--- config.mk ---
export PLATFORM = sky130hd
export DESIGN_NAME = seq_chunk_adder
export DESIGN_NICKNAME = d
export VERILOG_FILES = /design/src/rtl/seq_chunk_adder_pkg.sv /design/src/rtl/seq_chunk_adder_chunk_add.sv /design/src/rtl/seq_chunk_adder.sv
export SDC_FILE = /design/constraint.sdc
export NUM_CORES = 1
export LEC_CHECK = 0
export BUFFER_PORTS_ARGS = -buffer_cell sky130_fd_sc_hd__buf_2
export CORE_MARGIN = 1.5
export CORE_UTILIZATION = 46
export CTS_CLUSTER_SIZE = 20
export DETAILED_ROUTE_END_ITERATION = 7
export PLACE_DENSITY = 0.69
export SLEW_MARGIN = 20
export SYNTH_ARGS = -nofsm -noshare
export SYNTH_HDL_FRONTEND = slang
export SYNTH_HIERARCHICAL = 1
export SYNTH_SLANG_ARGS = --single-unit
export TNS_END_PERCENT = 5
--- constraint.sdc ---
create_clock -name clk -period 3.45 [get_ports clk]
set_input_delay 0.5175 -clock clk [delete_from_list [all_inputs] [get_ports clk]]
set_output_delay 0.5175 -clock clk [all_outputs]
set_load 0.005 [all_outputs]
--- src/rtl/seq_chunk_adder_pkg.sv ---
// rtl/seq_chunk_adder_pkg.sv - shared FSM encoding and sizing helper for seq_chunk_adder
package seq_chunk_adder_pkg;

  typedef enum logic [1:0] {
    ST_IDLE = 2'd0,
    ST_RUN  = 2'd1,
    ST_DONE = 2'd2
  } state_t;

  // Chunk index width; a single-chunk configuration still needs one bit.
  function automatic int idx_width(input int nchunk);
    return (nchunk <= 1) ? 1 : $clog2(nchunk);
  endfunction

endpackage

--- src/rtl/seq_chunk_adder_chunk_add.sv ---
// rtl/seq_chunk_adder_chunk_add.sv - combinational CHUNK-bit adder with carry in/out
module chunk_add #(
  parameter int CHUNK = 4
) (
  input  logic [CHUNK-1:0] x,
  input  logic [CHUNK-1:0] y,
  input  logic             ci,
  output logic [CHUNK-1:0] s,
  output logic             co
);

  logic [CHUNK:0] total;

  assign total   = {1'b0, x} + {1'b0, y} + (CHUNK+1)'(ci);
  assign {co, s} = total;

endmodule

--- src/rtl/seq_chunk_adder.sv ---
// rtl/seq_chunk_adder.sv - multi-cycle add/subtract, CHUNK bits per clock with registered carry
module seq_chunk_adder
  import seq_chunk_adder_pkg::*;
#(
  parameter int WIDTH = 32,
  parameter int CHUNK = 4
) (
  input  logic             clk,
  input  logic             rst_n,
  input  logic             start,
  input  logic             sub,
  input  logic [WIDTH-1:0] a,
  input  logic [WIDTH-1:0] b,
  input  logic             c_in,
  output logic             ready,
  output logic             busy,
  output logic             done,
  output logic [WIDTH-1:0] sum,
  output logic             c_out,
  output logic             overflow
);

  localparam int NCHUNK = WIDTH / CHUNK;
  localparam int IDX_W  = idx_width(NCHUNK);

  if (CHUNK < 1 || CHUNK > WIDTH || (WIDTH % CHUNK) != 0) begin : g_bad_param
    $error("seq_chunk_adder: WIDTH must be a positive multiple of CHUNK");
  end

  state_t             state, state_nxt;
  logic [WIDTH-1:0]   a_q, b_q, sum_q;
  logic               carry_q, c_out_q, ovf_q;
  logic [IDX_W-1:0]   idx_q;
  logic               capture, last;
  int                 base;
  logic [CHUNK-1:0]   x, y, s;
  logic               co;

  assign ready   = (state == ST_IDLE) || (state == ST_DONE);
  assign busy    = (state == ST_RUN);
  assign done    = (state == ST_DONE);
  assign capture = ready && start;
  assign last    = (idx_q == IDX_W'(NCHUNK - 1));
  assign base    = int'(idx_q) * CHUNK;
  assign x       = a_q[base +: CHUNK];
  assign y       = b_q[base +: CHUNK];

  chunk_add #(.CHUNK(CHUNK)) u_chunk_add (
    .x  (x),
    .y  (y),
    .ci (carry_q),
    .s  (s),
    .co (co)
  );

  always_comb begin
    state_nxt = state;
    case (state)
      ST_IDLE: if (start) state_nxt = ST_RUN;
      ST_RUN:  if (last)  state_nxt = ST_DONE;
      ST_DONE: state_nxt = start ? ST_RUN : ST_IDLE;
      default: state_nxt = ST_IDLE;
    endcase
  end

  always_ff @(posedge clk or negedge rst_n) begin
    if (!rst_n) begin
      state   <= ST_IDLE;
      a_q     <= '0;
      b_q     <= '0;
      carry_q <= 1'b0;
      idx_q   <= '0;
      sum_q   <= '0;
      c_out_q <= 1'b0;
      ovf_q   <= 1'b0;
    end else begin
      state <= state_nxt;
      if (capture) begin
        // Subtract is folded into the operand: a + ~b + 1.
        a_q     <= a;
        b_q     <= sub ? ~b : b;
        carry_q <= sub ? 1'b1 : c_in;
        idx_q   <= '0;
        sum_q   <= '0;
      end else if (state == ST_RUN) begin
        sum_q[base +: CHUNK] <= s;
        carry_q              <= co;
        idx_q                <= idx_q + IDX_W'(1);
        if (last) begin
          c_out_q <= co;
          ovf_q   <= (a_q[WIDTH-1] == b_q[WIDTH-1]) && (s[CHUNK-1] != a_q[WIDTH-1]);
        end
      end
    end
  end

  assign sum      = sum_q;
  assign c_out    = c_out_q;
  assign overflow = ovf_q;

endmodule

==> results_dict.tcl <==
set metrics [dict create \
    status "complete, no violations" \
    power_density_mw_per_mm2 948 \
    yosysWarnings 6 \
    grt_max_degree 91 \
    detail-route-antenna-nets 0 \
    crit_path_frequent_cell "nand2_1" \
    layout-drive-gt1-share 0.248 \
    netlist_area_mm2 0.00514 \
    cts_tree "yes" \
    combPwrFrac 0.506 \
    drt_first_pass_iters 4 \
    insertion_delay_ns 0.36 \
    clkTransAtPathRegs_ns 0.10 \
    fin_skew_ns 0.0102 \
    path_buf_inv 0 \
    cts.sinks 104 \
    max_stage_delay_ns 0.86 \
    grt_use_total 0.192 \
    max-cap-violations 0 \
    place_ws_ns 0.448 \
    worstSetupStartpointType "register" \
    peakVddDrop_mv 0.463 \
    hold_viol 0 \
    drcViolationCount 0 \
    port_buffers 105 \
    finalCriticalPeriod_ns 3.01 \
    worst_path_max_delay_cell "dfrtp_1" \
    postCtsHoldBufs 0 \
    cts.path.max_buffers 2 \
    crit_type "register to register" \
    power.switching_mw 2.37 \
    grt_pass1_wl_um 17600 \
    die_y_um 109 \
    p_leak_nw 3.13 \
    p_int_mw 3.26 \
    die_area_mm2 0.0118 \
    tightestPinTransition_ns 0.869 \
    synthToLayoutAreaGrowth_pct 15.5 \
    grt_overflow 0 \
    regArea_mm2 0.00260 \
    drtIter0Drc 201 \
    nNetsFinal 677 \
    grt_pass1_vias 3708 \
    synth_nets 583 \
    critPathRequiredTime_ns 3.74 \
    synth-seq-cells 104 \
    initial_utilization 0.473 \
    die_w_um 109 \
    vias_per_cell 4.96 \
    htreeDepth 3 \
    routabilityCongestion 0.808 \
    syn_avg_cell_area_um2 10.2 \
    cts_made_buffers 9 \
    r2r_slack_ns 0.44 \
    synth_ff_type "dfrtp_1" \
    synth_cell_type_count 37 \
    p_sw_frac 0.421 \
    core_area_mm2 0.0109 \
    critPathArrivalTime_ns 3.29 \
    rows 38 \
    rsz0062_at_grt "false" \
    finalSetupViolations 0 \
    cp_cell_sequence "mux4_2, nand2_1, nand2_1, fa_1, a21o_1, a21oi_2, xnor2_1, nor3b_1, a21oi_1, o21ai_0" \
    wirelength_um 10600 \
    wl_per_cell_um 14.2 \
    cts-root-buf "clkbuf_8" \
    num_antenna_cells 0 \
    cts_setup_buffers 0 \
    hold_ws_ns 0.204 \
    post_cts_resized 0 \
    slew_headroom 0.421 \
    seq_power_share 0.363 \
    fin_ws_ns 0.441 \
    seq_area_frac_synth 0.506 \
    fin_crit_sh 0.872 \
    critPathMaxFanout 18 \
    place_hpwl_um 7770 \
    multi_input_area_mm2 0.00232 \
    antenna_found_initial 0 \
    crit_family "flip-flops" \
    ys_async_sr_fraction 1.00 \
    timing.fmax_ghz 0.332 \
    pin_count 106 \
    synth_edf_count 0 \
    post-route-util 0.546 \
    fin_tns_setup_ns 0 \
    drv_slew 0 \
    synth_cells 504 \
    hp-class "primary input to async pin" \
    crit_path_end_kind "register" \
    vias 3678 \
    fill_cells 966 \
    clock_power_share 0.131 \
]
## stage by stage
stage / power, mW / cells / cell area, µm²
2_1_floorplan: 4.11 / 504 / 5140
3_3_place_gp: 4.84 / 727 / 5750
3_5_place_dp: 4.97 / 727 / 5750
4_1_cts: 5.70 / 741 / 5940
5_1_grt: 6.13 / 741 / 5940
6_report: 5.63 / 741 / 5940
## Yosys cell counts (2+ instances only)
library cell / instances / share of area
dfrtp_1: 104 / 0.51
nand4_1: 3 / 0.0036
buf_4: 8 / 0.012
mux2i_1: 32 / 0.062
clkbuf_1: 7 / 0.0051
inv_1: 13 / 0.0095
nor2b_1: 6 / 0.0073
mux4_1: 2 / 0.010
o211ai_1: 2 / 0.0029
nand3_1: 6 / 0.0058
nor2_1: 5 / 0.0036
nand2_1: 188 / 0.14
a22o_1: 2 / 0.0034
fa_1: 2 / 0.0078
o21ai_0: 36 / 0.035
ha_1: 8 / 0.019
buf_2: 12 / 0.012
nand2b_1: 3 / 0.0036
mux4_2: 14 / 0.061
xnor2_1: 34 / 0.058
## final timing paths
path	endpoint	start	depth (start not counted)
max	overflow$_DFFE_PN0P_	idx_q[2]$_DFFE_PN0P_	10
min in group clk	a_q[17]$_DFFE_PN0N_	a[17]	3
max in group asynchronous	b_q[12]$_DFFE_PN0N_	rst_n	2
min reg2reg	a_q[28]$_DFFE_PN0N_	a_q[28]$_DFFE_PN0N_	2
max reg2reg	overflow$_DFFE_PN0P_	idx_q[2]$_DFFE_PN0P_	10
min	sum[6]$_DFFE_PN0P_	rst_n	1
## placed cells by master (no fill, tap or decap), types with 2 or more instances in the layout
cell type and n:
o211ai_1 2, clkbuf_8 9, inv_1 13, nand4_1 3, o21ai_0 36, clkinvlp_4 2
ha_1 8, buf_4 7, mux4_1 2, xnor2_1 34, mux4_2 14, fa_1 2
nand2b_1 2, a22o_1 2, buf_2 104, nand3_1 6, nor2b_1 5, mux2i_1 32
dfrtp_1 104, nand2_1 188, nor2_1 5
## kinds of logic after synthesis
group,Yosys count,share of synthesized area
buffers and inverters,44,0.0445
AND/OR/NAND/NOR,218,0.179
XOR/XNOR,34,0.0579
flip-flops,104,0.506
AO/OA/AOI/OAI,45,0.0496
adder cells (fa/ha/maj),10,0.0272
multiplexers,49,0.136
## registers in the layout (all words and copies together) (netlist names)
signal / count
sum: 32
state: 2
a_q: 32
overflow: 1
idx_q: 3
b_q: 32
carry_q: 1
c_out: 1
## metal layers
layer	GRT usage	part of all wire
met1	0.260	0.46
met2	0.319	0.48
met3	0.0269	0.043
met4	0.0686	0.016
met5	0	0
## layout make-up
type / count / area share
clock buffers: 9 / 0.0209
clock inverters: 5 / 0.00990
inverters: 14 / 0.00885
multi-input cells: 356 / 0.391
flip-flops and latches: 104 / 0.438
well taps: 140 / 0.0295
repair buffers: 113 / 0.102
## power groups by stage
stage / Combinational, mW / Sequential (mW) / Clock [mW]
floorplan: 2.14 / 1.98 / 0
CTS: 2.89 / 2.05 / 0.751
detailed placement: 2.89 / 2.08 / 0
global placement: 2.79 / 2.05 / 0
global route: 3.22 / 2.11 / 0.796
finish: 2.85 / 2.05 / 0.736
Note: power is estimated with default switching activity, not from simulation.
